File: src/rtl/pipe_ctrl_if.sv
// Stall/flush/redirect bundle between the pipeline stages and pipe_ctrl.
// master = pipeline side, slave = controller side.
interface pipe_ctrl_if #(
  parameter int PC_WIDTH  = 32,
  parameter int CNT_WIDTH = 32
);
  logic                 stallreq_if;
  logic                 stallreq_id;
  logic                 stallreq_ex;
  logic                 stallreq_mem;
  logic                 branch_req;
  logic [PC_WIDTH-1:0]  branch_target;
  logic                 trap_req;
  logic [PC_WIDTH-1:0]  trap_vector;
  logic                 branch_ack;
  logic                 trap_ack;
  logic [4:0]           stall;
  logic [4:0]           flush;
  logic [PC_WIDTH-1:0]  new_pc;
  logic                 new_pc_valid;
  logic                 timeout;
  logic [CNT_WIDTH-1:0] stall_cnt;

  modport master (
    output stallreq_if, stallreq_id,
    output stallreq_ex, stallreq_mem,
    output branch_req, branch_target,
    output trap_req, trap_vector,
    input  branch_ack, trap_ack,
    input  stall, flush,
    input  new_pc, new_pc_valid,
    input  timeout, stall_cnt
  );

  modport slave (
    input  stallreq_if, stallreq_id,
    input  stallreq_ex, stallreq_mem,
    input  branch_req, branch_target,
    input  trap_req, trap_vector,
    output branch_ack, trap_ack,
    output stall, flush,
    output new_pc, new_pc_valid,
    output timeout, stall_cnt
  );
endinterface

File: src/rtl/pipe_ctrl.sv
// Central stall/flush/redirect controller for the 5-stage pipeline,
// with registered PC redirect, stall watchdog and stall-cycle counter.
module pipe_ctrl #(
  parameter int PC_WIDTH      = 32,
  parameter int STALL_TIMEOUT = 1024,
  parameter int CNT_WIDTH     = 32
) (
  input logic        clk,
  input logic        rst,
  pipe_ctrl_if.slave bus
);

  localparam logic [1:0] S_RUN   = 2'd0;
  localparam logic [1:0] S_TRAP  = 2'd1;
  localparam logic [1:0] S_REDIR = 2'd2;
  localparam logic [1:0] S_HALT  = 2'd3;

  localparam int WD_W = $clog2(STALL_TIMEOUT + 1);

  logic [1:0]           r_state;
  logic [PC_WIDTH-1:0]  r_new_pc;
  logic                 r_new_pc_valid;
  logic                 r_timeout;
  logic [CNT_WIDTH-1:0] r_stall_cnt;
  logic [WD_W-1:0]      r_wdog;

  logic [4:0] w_stall;
  logic [4:0] w_flush;
  logic       w_branch_ack;
  logic       w_trap_ack;
  logic       w_stalled;
  logic       w_wd_fire;

  always_comb begin
    w_stall      = '0;
    w_flush      = '0;
    w_branch_ack = 1'b0;
    w_trap_ack   = 1'b0;
    if (rst) begin
      unique case (r_state)
        S_RUN: begin
          if (bus.stallreq_mem) begin
            w_stall = 5'b01111;
            w_flush = 5'b10000;
          end else if (bus.stallreq_ex) begin
            w_stall = 5'b00111;
            w_flush = 5'b01000;
          end else if (bus.stallreq_id) begin
            w_stall = 5'b00011;
            w_flush = 5'b00100;
          end else if (bus.stallreq_if) begin
            w_stall = 5'b00001;
            w_flush = 5'b00010;
          end
          // Redirects wait until the data bus is ready; trap beats branch.
          if (!bus.stallreq_mem) begin
            if (bus.trap_req) begin
              w_trap_ack = 1'b1;
              w_flush    = w_flush | 5'b01110;
              w_stall    = w_stall & ~5'b01110;
            end else if (bus.branch_req) begin
              w_branch_ack = 1'b1;
              w_flush      = w_flush | 5'b00110;
              w_stall      = w_stall & ~5'b00110;
            end
          end
        end
        S_TRAP, S_REDIR: w_flush = 5'b00010;
        S_HALT:          w_stall = 5'b11111;
        default: ;
      endcase
    end
  end

  assign w_stalled = w_stall[0];
  assign w_wd_fire = w_stalled && (r_state != S_HALT)
                  && (r_wdog == WD_W'(STALL_TIMEOUT - 1));

  always_ff @(posedge clk or negedge rst) begin
    if (!rst) begin
      r_state        <= S_RUN;
      r_new_pc       <= '0;
      r_new_pc_valid <= 1'b0;
      r_timeout      <= 1'b0;
      r_stall_cnt    <= '0;
      r_wdog         <= '0;
    end else begin
      r_new_pc_valid <= 1'b0;
      if (w_stalled && (r_stall_cnt != '1))
        r_stall_cnt <= r_stall_cnt + 1'b1;
      if (!w_stalled)
        r_wdog <= '0;
      else if (r_state != S_HALT)
        r_wdog <= r_wdog + 1'b1;
      if (w_wd_fire) begin
        r_timeout <= 1'b1;
        r_state   <= S_HALT;
      end else begin
        unique case (r_state)
          S_RUN: begin
            if (w_trap_ack) begin
              r_state        <= S_TRAP;
              r_new_pc       <= bus.trap_vector;
              r_new_pc_valid <= 1'b1;
            end else if (w_branch_ack) begin
              r_state        <= S_REDIR;
              r_new_pc       <= bus.branch_target;
              r_new_pc_valid <= 1'b1;
            end
          end
          S_TRAP, S_REDIR: r_state <= S_RUN;
          S_HALT:          r_state <= S_HALT;
          default:         r_state <= S_RUN;
        endcase
      end
    end
  end

  assign bus.stall        = w_stall;
  assign bus.flush        = w_flush;
  assign bus.branch_ack   = w_branch_ack;
  assign bus.trap_ack     = w_trap_ack;
  assign bus.new_pc       = r_new_pc;
  assign bus.new_pc_valid = r_new_pc_valid;
  assign bus.timeout      = r_timeout;
  assign bus.stall_cnt    = r_stall_cnt;

endmodule

File: src/flat_wrapper.sv
// flat-port wrapper written by rule: the top's interface ports become plain ports
module pipe_ctrl_flat 
#(
  parameter int PC_WIDTH      = 32,
  parameter int STALL_TIMEOUT = 1024,
  parameter int CNT_WIDTH     = 32
)
  (clk, rst, bus_stallreq_if, bus_stallreq_id, bus_stallreq_ex, bus_stallreq_mem, bus_branch_req, bus_branch_target, bus_trap_req, bus_trap_vector, bus_branch_ack, bus_trap_ack, bus_stall, bus_flush, bus_new_pc, bus_new_pc_valid, bus_timeout, bus_stall_cnt);
  pipe_ctrl_if #(.PC_WIDTH(PC_WIDTH), .CNT_WIDTH(CNT_WIDTH)) bus_i ();
  input logic clk;
  input logic rst;
  input wire logic [$bits(bus_i.stallreq_if)-1:0] bus_stallreq_if;
  input wire logic [$bits(bus_i.stallreq_id)-1:0] bus_stallreq_id;
  input wire logic [$bits(bus_i.stallreq_ex)-1:0] bus_stallreq_ex;
  input wire logic [$bits(bus_i.stallreq_mem)-1:0] bus_stallreq_mem;
  input wire logic [$bits(bus_i.branch_req)-1:0] bus_branch_req;
  input wire logic [$bits(bus_i.branch_target)-1:0] bus_branch_target;
  input wire logic [$bits(bus_i.trap_req)-1:0] bus_trap_req;
  input wire logic [$bits(bus_i.trap_vector)-1:0] bus_trap_vector;
  output wire logic [$bits(bus_i.branch_ack)-1:0] bus_branch_ack;
  output wire logic [$bits(bus_i.trap_ack)-1:0] bus_trap_ack;
  output wire logic [$bits(bus_i.stall)-1:0] bus_stall;
  output wire logic [$bits(bus_i.flush)-1:0] bus_flush;
  output wire logic [$bits(bus_i.new_pc)-1:0] bus_new_pc;
  output wire logic [$bits(bus_i.new_pc_valid)-1:0] bus_new_pc_valid;
  output wire logic [$bits(bus_i.timeout)-1:0] bus_timeout;
  output wire logic [$bits(bus_i.stall_cnt)-1:0] bus_stall_cnt;
  assign bus_i.stallreq_if = bus_stallreq_if;
  assign bus_i.stallreq_id = bus_stallreq_id;
  assign bus_i.stallreq_ex = bus_stallreq_ex;
  assign bus_i.stallreq_mem = bus_stallreq_mem;
  assign bus_i.branch_req = bus_branch_req;
  assign bus_i.branch_target = bus_branch_target;
  assign bus_i.trap_req = bus_trap_req;
  assign bus_i.trap_vector = bus_trap_vector;
  assign bus_branch_ack = bus_i.branch_ack;
  assign bus_trap_ack = bus_i.trap_ack;
  assign bus_stall = bus_i.stall;
  assign bus_flush = bus_i.flush;
  assign bus_new_pc = bus_i.new_pc;
  assign bus_new_pc_valid = bus_i.new_pc_valid;
  assign bus_timeout = bus_i.timeout;
  assign bus_stall_cnt = bus_i.stall_cnt;
  pipe_ctrl #(.PC_WIDTH(PC_WIDTH), .STALL_TIMEOUT(STALL_TIMEOUT), .CNT_WIDTH(CNT_WIDTH)) u_core (.clk(clk), .rst(rst), .bus(bus_i));
endmodule
File: config.mk
export PLATFORM = sky130hd
export DESIGN_NAME = pipe_ctrl_flat
export DESIGN_NICKNAME = d
export VERILOG_FILES = /design/src/rtl/pipe_ctrl_if.sv /design/src/rtl/pipe_ctrl.sv /design/src/flat_wrapper.sv
export SDC_FILE = /design/constraint.sdc
export NUM_CORES = 1
export LEC_CHECK = 0
export ABC_AREA = 1
export CORE_MARGIN = 1.5
export CORE_UTILIZATION = 48
export CTS_CLUSTER_DIAMETER = 60
export DETAILED_ROUTE_END_ITERATION = 10
export PLACE_DENSITY = 0.86
export SYNTH_ARGS = -nofsm -noshare
export SYNTH_HDL_FRONTEND = slang
export SYNTH_SLANG_ARGS = --single-unit
File: constraint.sdc
create_clock -name clk -period 2.07 [get_ports clk]
set_input_delay 0.207 -clock clk [delete_from_list [all_inputs] [get_ports clk]]
set_output_delay 0.207 -clock clk [all_outputs]
set_load 0.01 [all_outputs]
==> results.toml, run 1 <==
[power]
power_density_nw_per_um2 = 888
peakVddDrop_v = 0.000590
p_leak_nw = 3.31

[global_route]
first_global_vias = 4856
grtUsageTotal = 0.267
grt_max_degree = 80
grt-ovfl-total = 0
grt_pass1_wl_um = 22200
antenna_found_initial = 0

[clock_network]
clock-root-buffer = "clkbuf_8"
h-tree-depth = 3
cts_made_buffers = 9
clk_pin_slew_ns = 0.08
cts_sinks = 79
cts_tree = "done"
clock_path_buffers = 2
clk-insertion-delay-late_ns = 0.37

[detailed_routing]
totalWireLength_um = 13300
drt_iter0_markers = 223
ant_nets = 0
via_per_inst = 4.93
vias = 5046
dr.pass1.iters = 4
drc = 0
avgRoutedWirePerCell_um = 13.0

[synthesis]
synth_top_cell_area_share = 0.408
synth_mux_area_frac = 0
synth_xor_area_frac = 0.0289
postSynthCellCount = 729
syn_avg_cell_area_sq_um = 6.64
syn-num-nets = 806
synth_area_leaders = "dfrtp_1, nand2_1, nor2_1"
yosys.area_share.adder = 0.0129
synth_top_family_by_area = "simple AND/OR/NAND/NOR gates"
ys_seq_area_frac = 0.408
synth-seq-cells = 79
netlist_area_sq_um = 4840
yosysWarnings = 0
ys_types = 33
synth-compound-area-share = 0.0269
synth-simple-area-share = 0.447
synth_top_cell_by_area = "dfrtp_1"

[timing]
finalSetupViolations = 0
worstMarginPinSlew_ns = 0.985
min_period_ns = 1.97
rsz0062_at_grt = "no"
slew_violations = 0
fin_setup_tns_ns = 0
post-route-period-util = 0.949
fmax_mhz = 509
finalWorstSetupSlack_ns = 0.105
skew_ns = 0.0134
relSlewSlack = 0.343
finalHoldViolCount = 0

[layout]
drive_gt1_frac = 0.0730
instances_no_fill = 1024
syn_to_final_growth_pct = 39.0
final_cell_mix = "nand2_1, clkdlybuf4s50_1, dfrtp_1"
diodes = 0
fillers = 829
mostFrequentLayoutCell = "nand2_1"
layout.nets = 963

[outcome]
status = "finished clean"

[floorplanning]
rows = 36
die_w_um = 103
design.die.area_sq_um = 10700
start_util = 0.495
pin_count = 150
die_y_um = 103
core_sq_um = 9770

[setup_path]
cp_max_fo = 4
worst_path_max_delay_cell = "dfrtp_1"
crit_path_start_kind = "register"
end_kind = "output pin"
critical_path_required_ns = 1.86
worstPathArrival_ns = 1.76
critPathMaxStageDelay_ns = 0.39
critPathKind = "reg2out"
worstPathCellList = "inv_1 -> ha_4 -> buf_4 -> a21oi_1 -> nand2_1 -> nand2_2 -> inv_4 -> dlygate4sd2_1"

[placement]
hpwl_um = 9990
placed_cells = 1004
place_ws_ns = 0.0840
place.gp.congestion = 0.948
numPortBuffers = 148

[run]
cap_viol_max_count = 0

[min_path]
hp-class = "in2async"
[per-stage QoR]
step | util | power [mW] | hold slack, ns | area (sq um)
2_1_floorplan | - | 3.49 | -0.0886 | 4840
3_3_place_gp | 0.665 | 4.79 | 0.453 | 6500
3_5_place_dp | 0.665 | 4.85 | 0.451 | 6500
4_1_cts | 0.687 | 6.00 | 0.201 | 6720
5_1_grt | 0.688 | 6.40 | 0.282 | 6730
6_report | 0.688 | 5.98 | 0.176 | 6730
[state kept, by name, indices dropped and copies added, names as in the netlist]
signal                   count
u_core.r_wdog               11
u_core.bus.new_pc_valid      1
u_core.bus.new_pc           32
u_core.bus.stall_cnt        32
u_core.bus.timeout           1
u_core.r_state               2
[worst max-delay path, delay by kind of cell (launching register included)]
family / cells / cell delay (ns)
buffers and inverters: 4 / 0.56
DFF: 1 / 0.39
adders and majority gates: 1 / 0.17
and+or+nand+nor: 2 / 0.17
AOI/OAI and AO/OA: 1 / 0.12
[what timing repair did]
action	CTS	global route
gates resized for setup	12	2
pin swaps	1	0
buffers inserted	4	0
endpoints found under the setup margin	10	3
hold buffers	0	0
[cell families (layout without fill, tap and decap cells)]
logic type	count (synthesis)	after routing
AO/OA/AOI/OAI	23	23
XOR/XNOR	16	16
adder cells (fa/ha/maj)	5	5
buffers and inverters	76	238
flip-flops	79	79
other	1	1
AND/OR/NAND/NOR	529	529
[Yosys cell counts]
library cell,count
nand2_1,376
dfrtp_1,79
nor2_1,74
nand3_1,54
inv_1,46
xor2_1,12
o21ai_0,9
buf_4,8
a21oi_1,7
buf_2,7
buf_6,5
ha_1,5
inv_2,5
nor3_1,5
nor2_2,4
nor2_4,4
xnor2_1,4
buf_1,3
nand2_2,3
o22ai_1,3
inv_4,2
nand2_4,2
nand3b_1,2
a211oi_1,1
conb_1,1
nand2_8,1
nand4_1,1
nand4_2,1
nor4_1,1
o211ai_1,1
o21a_1,1
o21ai_2,1
or2_2,1
[final cells by class]
cell class                 instances  area [sq um]  share of cell area
timing repair buffer             169          1680               0.249
tap                              133           166              0.0247
clock inverter                     7          56.3             0.00837
sequential                        79          1980               0.294
inverter                          53           204              0.0303
clock buffer                       9           124              0.0184
multi-input combinational        574          2520               0.375
[power by group]
group | internal [mW] | switching [mW] | total [mW]
clock network | 0.445 | 0.630 | 1.07
logic | 1.33 | 1.39 | 2.73
registers | 1.92 | 0.256 | 2.18
[worst paths after layout]
check / from / end / slack, ns / cells past startpoint
min in group clk: rst / u_core.r_wdog[1]$_DFFE_PN0P_ / 0.30 / 5
hold / removal: rst / u_core.bus.new_pc[18]$_DFFE_PN0P_ / 0.18 / 2
hold reg to reg: u_core.bus.new_pc[23]$_DFFE_PN0P_ / u_core.bus.new_pc[23]$_DFFE_PN0P_ / 0.48 / 2
setup / recovery: u_core.r_state[1]$_DFFE_PN0P_ / bus_stall[0] / 0.10 / 8
max in group asynchronous: rst / u_core.bus.new_pc[10]$_DFFE_PN0P_ / 1.26 / 2
setup reg to reg: u_core.r_state[1]$_DFFE_PN0P_ / u_core.bus.new_pc[11]$_DFFE_PN0P_ / 0.16 / 9
[layer usage]
metal,share of wire,global-route usage,up-vias
met4,0.039,0.132,0
met3,0.072,0.0659,41
met2,0.48,0.435,193
li1,-,-,2548
met5,0,0,-
met1,0.41,0.331,2264
No activity file was read; power rests on OpenSTA's default activity.
==> run 2, diff against run 1 <==
--- a/config.mk
+++ b/config.mk
@@ -10,7 +10,7 @@
 export CORE_UTILIZATION = 48
 export CTS_CLUSTER_DIAMETER = 60
 export DETAILED_ROUTE_END_ITERATION = 10
-export PLACE_DENSITY = 0.86
+export PLACE_DENSITY = 0.82
 export SYNTH_ARGS = -nofsm -noshare
 export SYNTH_HDL_FRONTEND = slang
 export SYNTH_SLANG_ARGS = --single-unit
==> results.toml, run 2 (synthesis gave the netlist of run 1 again) <==
[setup_path]
cp_max_fo = 4
reg2reg_depth = 9
r2r_slack_ns = 0.17
end_kind = "output pin"
worstPathArrival_ns = 1.74
setup.worst_path.start = "u_core.r_state[0]$_DFFE_PN0P_"
reg2reg_from = "u_core.bus.stall_cnt[24]$_DFFE_PN0P_"
crit_end = "bus_flush[2]"
critical_path_required_ns = 1.86
crit_path_start_kind = "register"
rr_endpoint = "u_core.bus.stall_cnt[26]$_DFFE_PN0P_"
critPathKind = "reg2out"

[clock_network]
clk-insertion-delay-late_ns = 0.36
clock_path_buffers = 2
clock-root-buffer = "clkbuf_8"
cts_sinks = 79
cts_tree = "done"
cts_made_buffers = 9
clk_pin_slew_ns = 0.09
h-tree-depth = 3

[detailed_routing]
vias = 5102
totalWireLength_um = 14400
via_per_inst = 4.98
drt_iter0_markers = 226
dr.pass1.iters = 5
avgRoutedWirePerCell_um = 14.1
ant_nets = 0
drc = 0

[outcome]
status = "finished clean"

[timing]
min_period_ns = 1.95
skew_ns = 0.00870
fin_setup_tns_ns = 0
finalSetupViolations = 0
worstMarginPinSlew_ns = 0.783
fmax_mhz = 513
finalHoldViolCount = 0
relSlewSlack = 0.478
rsz0062_at_grt = "no"
holdWs_ns = 0.436
post-route-period-util = 0.941
slew_violations = 0

[layout]
instances_no_fill = 1024
mostFrequentLayoutCell = "nand2_1"
final_cell_mix = "nand2_1, clkdlybuf4s50_1, dfrtp_1"
layout.nets = 964
drive_gt1_frac = 0.0718
syn_to_final_growth_pct = 39.8
diodes = 0

[global_route]
grt_pass1_wl_um = 23200
grtUsageTotal = 0.286
grt-ovfl-total = 0
grt_max_degree = 62
antenna_found_initial = 0
first_global_vias = 4969

[floorplanning]
pin_count = 150
design.die.area_sq_um = 10700
die_w_um = 103
rows = 36
die_y_um = 103
core_sq_um = 9770
start_util = 0.495

[power]
p_total_mw = 6.21
peakVddDrop_v = 0.000511
p_leak_nw = 3.35
power_density_nw_per_um2 = 918

[placement]
hpwl_um = 11000
place.gp.congestion = 0.899
numPortBuffers = 148
placed_cells = 1005

[min_path]
hp-class = "in2async"

[run]
cap_viol_max_count = 0
[run 2: timing repair]
item | CTS | global route
buffers inserted | 2 | 1
setup endpoints to repair | 10 | 5
endpoints found under the hold margin | 18 | 0
hold buffers | 1 | 0
pin swaps | 1 | 0
resized for setup | 11 | 6
[run 2: cell type report]
class	instances	area (sq um)
Clock buffer	10	138
Clock inverter	5	81.3
Fill cell	866	3010
Inverter	53	204
Multi-Input combinational cell	574	2510
Sequential cell	79	1980
Tap cell	133	166
Timing Repair Buffer	170	1690
[run 2: how the worst min path moves through the flow]
stage                                          end  slack [ns]  startpoint
3_5_place_dp   u_core.bus.stall_cnt[4]$_DFFE_PN0P_        0.28         rst
4_1_cts        u_core.bus.stall_cnt[4]$_DFFE_PN0P_        0.44         rst
2_1_floorplan     u_core.bus.new_pc[0]$_DFFE_PN0P_       -0.09         rst
5_1_grt        u_core.bus.stall_cnt[4]$_DFFE_PN0P_        0.45         rst
3_3_place_gp   u_core.bus.stall_cnt[4]$_DFFE_PN0P_        0.27         rst
6_report       u_core.bus.stall_cnt[3]$_DFFE_PN0P_        0.44         rst
[run 2: where the power goes]
part	total (mW)	switching, mW	internal, mW
registers	2.19	0.265	1.92
logic	2.73	1.42	1.31
clock network	1.29	0.585	0.707
[run 2: layer usage]
| metal | vias up | track usage | routed length, um |
|---|---|---|---|
| met2 | 184 | 0.488 | 7030 |
| met5 | - | 0 | 0 |
| li1 | 2549 | - | - |
| met1 | 2339 | 0.338 | 5850 |
| met3 | 30 | 0.0827 | 1120 |
| met4 | 0 | 0.117 | 396 |
[run 2: critical path, cell delays in order, from the launching register on]
cell	delay (ns)
dfrtp_1	0.41
inv_2	0.09
ha_4	0.16
inv_2	0.04
nor2_2	0.12
nand2_2	0.10
a211oi_1	0.18
dlygate4sd1_1	0.28
[run 2: metrics by stage]
stage,instance area (sq um),utilization,setup WS (ns)
after floorplan,4840,-,0.351
after global placement,6510,0.666,0.0231
after detailed placement,6510,0.666,0.0382
after CTS,6750,0.691,0.00647
after global routing,6770,0.692,0.000660
final,6770,0.692,0.121
